## src/rtl/logic_unit_responder.sv

```systemverilog
// Bitwise logic unit behind valid/ready handshakes, with a small FIFO response buffer.
// Define LOGIC_OP_COUNT_EN to add op_count, a saturating count of accepted requests.
module logic_unit_responder #(
    parameter int WIDTH = 16,
    parameter int DEPTH = 2
) (
    input  logic             clk,
    input  logic             rst_n,
    input  logic             req_valid,
    output logic             req_ready,
    input  logic [2:0]       req_op,
    input  logic [WIDTH-1:0] req_a,
    input  logic [WIDTH-1:0] req_b,
    output logic             rsp_valid,
    input  logic             rsp_ready,
    output logic [WIDTH-1:0] rsp_data,
    output logic             rsp_zero,
    output logic             rsp_ones,
    output logic             busy
`ifdef LOGIC_OP_COUNT_EN
    ,
    output logic [15:0]      op_count
`endif
);
    localparam int AW = $clog2(DEPTH);
    localparam int CW = $clog2(DEPTH + 1);

    logic [WIDTH-1:0] r_data [DEPTH];
    logic [DEPTH-1:0] r_zero;
    logic [DEPTH-1:0] r_ones;
    logic [AW-1:0]    r_wptr;
    logic [AW-1:0]    r_rptr;
    logic [CW-1:0]    r_count;
    logic [WIDTH-1:0] w_res;
    logic             w_push;
    logic             w_pop;
    logic             w_empty;

    assign w_empty   = (r_count == '0);
    // req_ready looks only at registered occupancy, so a pop never frees a slot same-cycle
    assign req_ready = rst_n && (r_count < CW'(DEPTH));
    assign w_push    = req_valid && req_ready;
    assign w_pop     = !w_empty && rsp_ready;
    assign rsp_valid = !w_empty;
    assign busy      = !w_empty;
    assign rsp_data  = w_empty ? '0   : r_data[r_rptr];
    assign rsp_zero  = w_empty ? 1'b0 : r_zero[r_rptr];
    assign rsp_ones  = w_empty ? 1'b0 : r_ones[r_rptr];

    always_comb begin
        w_res = '0;
        case (req_op)
            3'b000:  w_res = req_a & req_b;
            3'b001:  w_res = ~(req_a & req_b);
            3'b010:  w_res = req_a | req_b;
            3'b011:  w_res = ~(req_a | req_b);
            3'b100:  w_res = req_a ^ req_b;
            3'b101:  w_res = ~(req_a ^ req_b);
            3'b110:  w_res = ~req_a;
            default: w_res = req_a;
        endcase
    end

    always_ff @(posedge clk) begin
        if (!rst_n) begin
            r_wptr  <= '0;
            r_rptr  <= '0;
            r_count <= '0;
            r_zero  <= '0;
            r_ones  <= '0;
            for (int i = 0; i < DEPTH; i++) begin
                r_data[i] <= '0;
            end
        end else begin
            if (w_push) begin
                r_data[r_wptr] <= w_res;
                r_zero[r_wptr] <= (w_res == '0);
                r_ones[r_wptr] <= &w_res;
                r_wptr         <= r_wptr + AW'(1);
            end
            if (w_pop) begin
                r_rptr <= r_rptr + AW'(1);
            end
            case ({w_push, w_pop})
                2'b10:   r_count <= r_count + CW'(1);
                2'b01:   r_count <= r_count - CW'(1);
                default: r_count <= r_count;
            endcase
        end
    end

`ifdef LOGIC_OP_COUNT_EN
    logic [15:0] r_op_count;

    always_ff @(posedge clk) begin
        if (!rst_n) begin
            r_op_count <= '0;
        end else if (w_push && (r_op_count != 16'hFFFF)) begin
            r_op_count <= r_op_count + 16'd1;
        end
    end

    assign op_count = r_op_count;
`endif

endmodule
```

## config.mk

```make
export PLATFORM = sky130hd
export DESIGN_NAME = logic_unit_responder
export DESIGN_NICKNAME = d
export VERILOG_FILES = /design/src/rtl/logic_unit_responder.sv
export SDC_FILE = /design/constraint.sdc
export NUM_CORES = 1
export LEC_CHECK = 0
export BUFFER_PORTS_ARGS = -buffer_cell sky130_fd_sc_hd__buf_2
export CAP_MARGIN = 0
export CELL_PAD_IN_SITES_DETAIL_PLACEMENT = 0
export CELL_PAD_IN_SITES_GLOBAL_PLACEMENT = 1
export CORE_MARGIN = 2
export CORE_UTILIZATION = 25
export DETAILED_ROUTE_END_ITERATION = 6
export PLACE_DENSITY_LB_ADDON = 0.1
export SETUP_SLACK_MARGIN = 0.1
export SYNTH_ARGS = -nofsm -noshare
export SYNTH_HDL_FRONTEND = slang
export SYNTH_SLANG_ARGS = --single-unit
```

## constraint.sdc

```tcl
create_clock -name clk -period 2.7 [get_ports clk]
set_clock_uncertainty 0.15 [all_clocks]
set_input_delay 0.675 -clock clk [delete_from_list [all_inputs] [get_ports clk]]
set_output_delay 0.675 -clock clk [all_outputs]
set_load 0.01 [all_outputs]
```

# Yosys cells after proc, flatten, opt, wreduce, memory -nomap -nowiden
# Memory sizes are Yosys's and may differ from the RTL's. A register that Yosys moved wholly into a read port is not among the register bits.
# Index checks and enable logic that the tools add are counted.
# classes
div_mod_pow,0
n_reduce_logical,11
addsub,4
eq_ne,8
n_lt_le_gt_ge,4
n_mux,22
shift,0
multipliers,0
bitwise,7
# ops
operator,count
16-bit one-hot mux with 7 select lines,1
16-bit NOT,4
16-bit 2-to-1 mux,2
16-bit bitwise AND,1
16-bit zero test,1
16-bit bitwise OR,1
16-bit AND reduction,1
16-bit OR reduction,1
16-bit XOR,1
1-bit 2-to-1 mux,15
3-bit == test (second input constant),3
3-bit by 2-bit == test with 1-bit output (second input constant),2
2-bit bitwise mux,2
1-bit logical AND,4
1-bit by 2-bit < comparator with 1-bit output (second input constant),2
2-bit one-hot mux with 2 select lines,1
3-bit by 1-bit == test with 1-bit output (second input constant),1
3-bit zero test,1
1-bit adder (second input constant),2
2-bit by 1-bit adder with 2-bit output (second input constant),1
2-bit by 1-bit == test with 1-bit output (second input constant),1
2-bit == test (second input constant),1
2-bit zero test,1
2-bit < comparator (second input constant),1
other kinds (5),5
# word_totals
input_bits,39
mem_count,1
latchBits,0
rom_bits,0
ff_bits,8
ram_bits,32
# mem_list
name,depth,width,read_ports,rd_clocked_by_memory_dff,write_ports,line_no,text
r_data,2,16,1,1,2,28,logic [WIDTH-1:0] r_data [DEPTH];

# Depth between registers and ports, before layout
# logic_depth
ltp_word,8
depth_mapped,10

# Least setup slack after synthesis
# OpenSTA, ideal clock, no wires.
# synth_path
path_type,input -> register
startpoint,input port req_a[8]
endpoint,register r_zero[1]
path_buffers,0
required_ns,2.482
path_slack_ns,0.016
arrival_time_ns,2.466
cell_stages,9
cell_sequence,inv_1 -> ha_1 -> or4bb_1 -> o211ai_1 -> or4_1 -> o311a_1 -> nand4_1 -> or4_4 -> o21ai_2
# synth_between
elab_chain_cells,5
# synth_rtl
item,line_no,text
"start, declared",12,"input logic [WIDTH-1:0] req_a,"
"16-bit XOR, or another cell as far along","57, 58",
"16-bit NOT, on equally long branches","58, 54, 56",
16-bit one-hot mux with 7 select lines (*),52,case (req_op)
16-bit zero test (*),77,r_zero[r_wptr] <= (w_res == '0);
2-bit bitwise mux (*),77,
"end signal, assigned by index",77,
"end, declared",29,logic [DEPTH-1:0] r_zero;
# Every way passes the cells marked *; elsewhere a longest branch is shown, timed or not.
# A chain may end at the register's enable or synchronous reset.

# Worst setup path in the final report
# layout_path
startpoint,input port req_op[2]
endpoint,register r_zero[0]
# layout_between
elab_chain_cells,4
# layout_rtl
item,line_no,text
"start, declared",11,"input logic [2:0] req_op,"
"3-bit == test, or another cell as far along",52,
16-bit one-hot mux with 7 select lines (*),52,
16-bit zero test (*),77,
2-bit bitwise mux (*),77,
# Marked as above.

==> results.md <==
* Core Area at 13,300 sq um
* Fin crit period at 2.53 ns
* Crit path largest cell delay at 0.45 ns
* Routed wire per std cell at 14.6 microns
* Hold Crit Start: r_ones[0]$_SDFFE_PN0P_
* Die X at 121 microns
* CTS tree: yes
* Register area at 1140 sq um
* Crit end category: register
* Leakage Power at 0.00208 uW
* Crit Path Max Fanout at 8
* First-pass GRT wire length at 15.6 mm
* Slew Limit Fails at 0
* Multi-input gate area at 2150 sq um
* DR vias at 3,113
* Longest Clk Path Bufs at 2
* Final setup TNS at 0 ns
* Status: finished, final reports clean
* Final Wtd Congestion at 0.758
* Non-Filler Instances at 673
* Antenna violations before repair at 0
* Post-route cell area at 4670 sq um
* Max_cap viols at 0
* Cell Pwr Density at 505 nW/um^2
* Mean area per synthesized cell at 8.94 sq um
* Drt first pass iters at 4
* Final hold vios at 0
* Vias per Instance at 4.63
* Critical-path top delay cell: or4_4
* Cells after synthesis at 386
* Worst skew pair latency at 0.28 ns
* Worst EP required at 2.76 ns
* Placed insts at 662
* Launch point of the critical path: req_op[2]
* Die area at 14,800 sq um
* Share of cells above drive strength 1 at 34.0%
* Gr usage total at 13.6%
* Startpoint types: primary input
* H-tree level count at 2
* Setup slack after layout at 0.173 ns
* Post-synthesis sequential area ratio at 33.1%
* Critical R2R Launch: r_count[0]$_SDFFE_PN0P_
* Hold slack at 0.309 ns
* Post-synth top flop: edfxtp_1
* Worst vdd ir at 0.000225 V
* Number of global-route vias before repair at 3,048
* Syn Nets at 458
* Data arrival time of the worst path at 2.59 ns
* Most frequent cells in the layout: 66 x buf_4, 59 x nor2_1, 58 x buf_2
* Num ports at 60
* Commonest non-fill, non-tap cell in the layout: buf_4
* DP HPWL at 7.37 mm
* Antenna viol nets, final at 0
* Largest net degree at the start of global routing at 23
* Yosys warns at 0
* Starting DRT DRC Count at 142
* Buffers on Ports at 59
* Fill count at 1,390
* Cell-by-cell trace of the critical path: buf_6 > buf_4 > buf_4 > nand2b_1 > a221oi_1 > or4_4 > o311a_1 > nand4_1 > or4_4 > o21ai_2
* Starting density of the core at 25.8%
* Worst-Margin Slew at 0.429 ns
* Number of flops mapped to enable cells by yosys at 32
* Worst setup path class: in -> reg
* Async S/R FF share, synth at 0%
* Fin crit share at 93.6%
* Post-CTS Hold Buffers at 0
* CP Buf/Inv Count at 3
* Final wirelength at 9.85 mm
* Die height at 121 microns
* FF+latch count, synth at 41
* Delay-heaviest family, CP: simple AND/OR/NAND/NOR gates
* Reg2Reg Depth at 5
* FP Rows at 42
* Nets at 568
* Relative slew slack at 71.3%
* Residual DRC at 0
* Grt total ovfl at 0
* Yosys cell types at 55
* Root Driver: clkbuf_16
* Cts bufs inserted at 5
* Final setup violation count at 0
* Num Clock Sinks at 41
* Worst hold-check path type: reg -> reg
* CP Depth at 10
* Placed inst area at 4390 sq um
* Clock Pin Slew Worst Setup and Hold Paths at 0.05 ns
* Area Overhead vs Synth at 35.3%
* Post-Syn Area at 3450 sq um
* RSZ-0062 raised after global routing: no
* Hold Path Depth at 2
* Peak Freq at 396 MHz
* Setup WS pre-CTS at -0.367 ns
* ANT cells at 0
## repair_timing
action                                 in CTS  in global routing
endpoints found under the hold margin       0                  0
setup buffers                               0                  2
setup endpoints to repair                   4                  4
cloned                                      0                  1
gates resized for setup                     6                 11
pin swaps                                   0                  8
## synthesized netlist by cell type (3+ instances only)
cell type | instances | area share, %
edfxtp_1 | 32 | 28
xor2_1 | 7 | 1.8
nor2_1 | 59 | 6.4
nor2b_1 | 5 | 0.91
nand2b_1 | 4 | 0.73
a211oi_1 | 6 | 1.3
nor4_1 | 3 | 0.54
ha_1 | 33 | 12
mux2i_1 | 30 | 8.7
nand3_1 | 10 | 1.5
a21oi_1 | 17 | 2.5
buf_4 | 5 | 1.1
clkbuf_1 | 11 | 1.2
mux2_2 | 3 | 0.98
o22ai_1 | 10 | 1.8
dfxtp_1 | 9 | 5.2
a22o_1 | 4 | 1.0
nand4_1 | 3 | 0.54
o32a_1 | 5 | 1.5
inv_1 | 34 | 3.7
and2_1 | 3 | 0.54
o21ai_0 | 9 | 1.3
nand2_1 | 19 | 2.1
o211ai_1 | 8 | 1.7
nand3b_1 | 4 | 0.87
o21ai_1 | 7 | 1.0
buf_2 | 4 | 0.58
nor3_1 | 5 | 0.73
## final cells by class
type	instances	area share, %
clock inverters	2	0.214
repair buffers	129	18.9
inverters	35	2.92
well taps	176	4.72
clock buffers	6	2.76
flip-flops and latches	41	24.4
multi-input cells	284	46.0
## state kept, by name, indices dropped and copies added (netlist names), named ones only
register	count
r_data	32
r_count	2
r_ones	2
r_zero	2
r_rptr	1
r_wptr	1
## kinds of logic (layout without fill, tap and decap cells)
kind of cell | after synthesis | in the layout | share of synthesized area (%)
mux | 36 | 36 | 10.8
compound gates | 79 | 79 | 15.7
buf+inv | 61 | 172 | 8.41
xor+xnor | 9 | 9 | 2.29
simple gates | 127 | 127 | 17.7
flops | 41 | 41 | 33.1
fa+ha+maj | 33 | 33 | 12.0
## path summary, 6_finish.rpt
kind | to | slack (ns)
setup / recovery | r_zero[0]$_SDFFE_PN0P_ | 0.17
hold / removal | r_ones[0]$_SDFFE_PN0P_ | 0.31
setup reg to reg | r_count[1]$_SDFFE_PN0P_ | 0.87
hold reg to reg | r_ones[0]$_SDFFE_PN0P_ | 0.31
## power by group
| group | leakage (uW) | total [uW] | switching [uW] | internal [uW] |
|---|---|---|---|---|
| Combinational | 0.00161 | 1000 | 546 | 454 |
| Clock | 0.0000706 | 560 | 221 | 339 |
| Sequential | 0.000408 | 796 | 34.8 | 762 |
## tightest hold or removal path, stage by stage (launching register included)
cell and delay (ns):
dfxtp_1 0.31, nand3_1 0.06, o21ai_1 0.05
## per-stage QoR
| stage | utilization, % | total power (uW) |
|---|---|---|
| 2_1_floorplan | - | 1410 |
| 3_3_place_gp | 32.9 | 1780 |
| 3_5_place_dp | 32.9 | 1800 |
| 4_1_cts | 34.2 | 2370 |
| 5_1_grt | 35.0 | 2520 |
| 6_report | 35.0 | 2360 |
## per-layer routing
| metal | track usage (%) | wire length [microns] |
|---|---|---|
| met2 | 24.2 | 5000 |
| met1 | 17.2 | 4440 |
| met5 | 0 | 0 |
| met3 | 1.74 | 273 |
| met4 | 3.59 | 139 |
(Power assumes the default switching activity.)
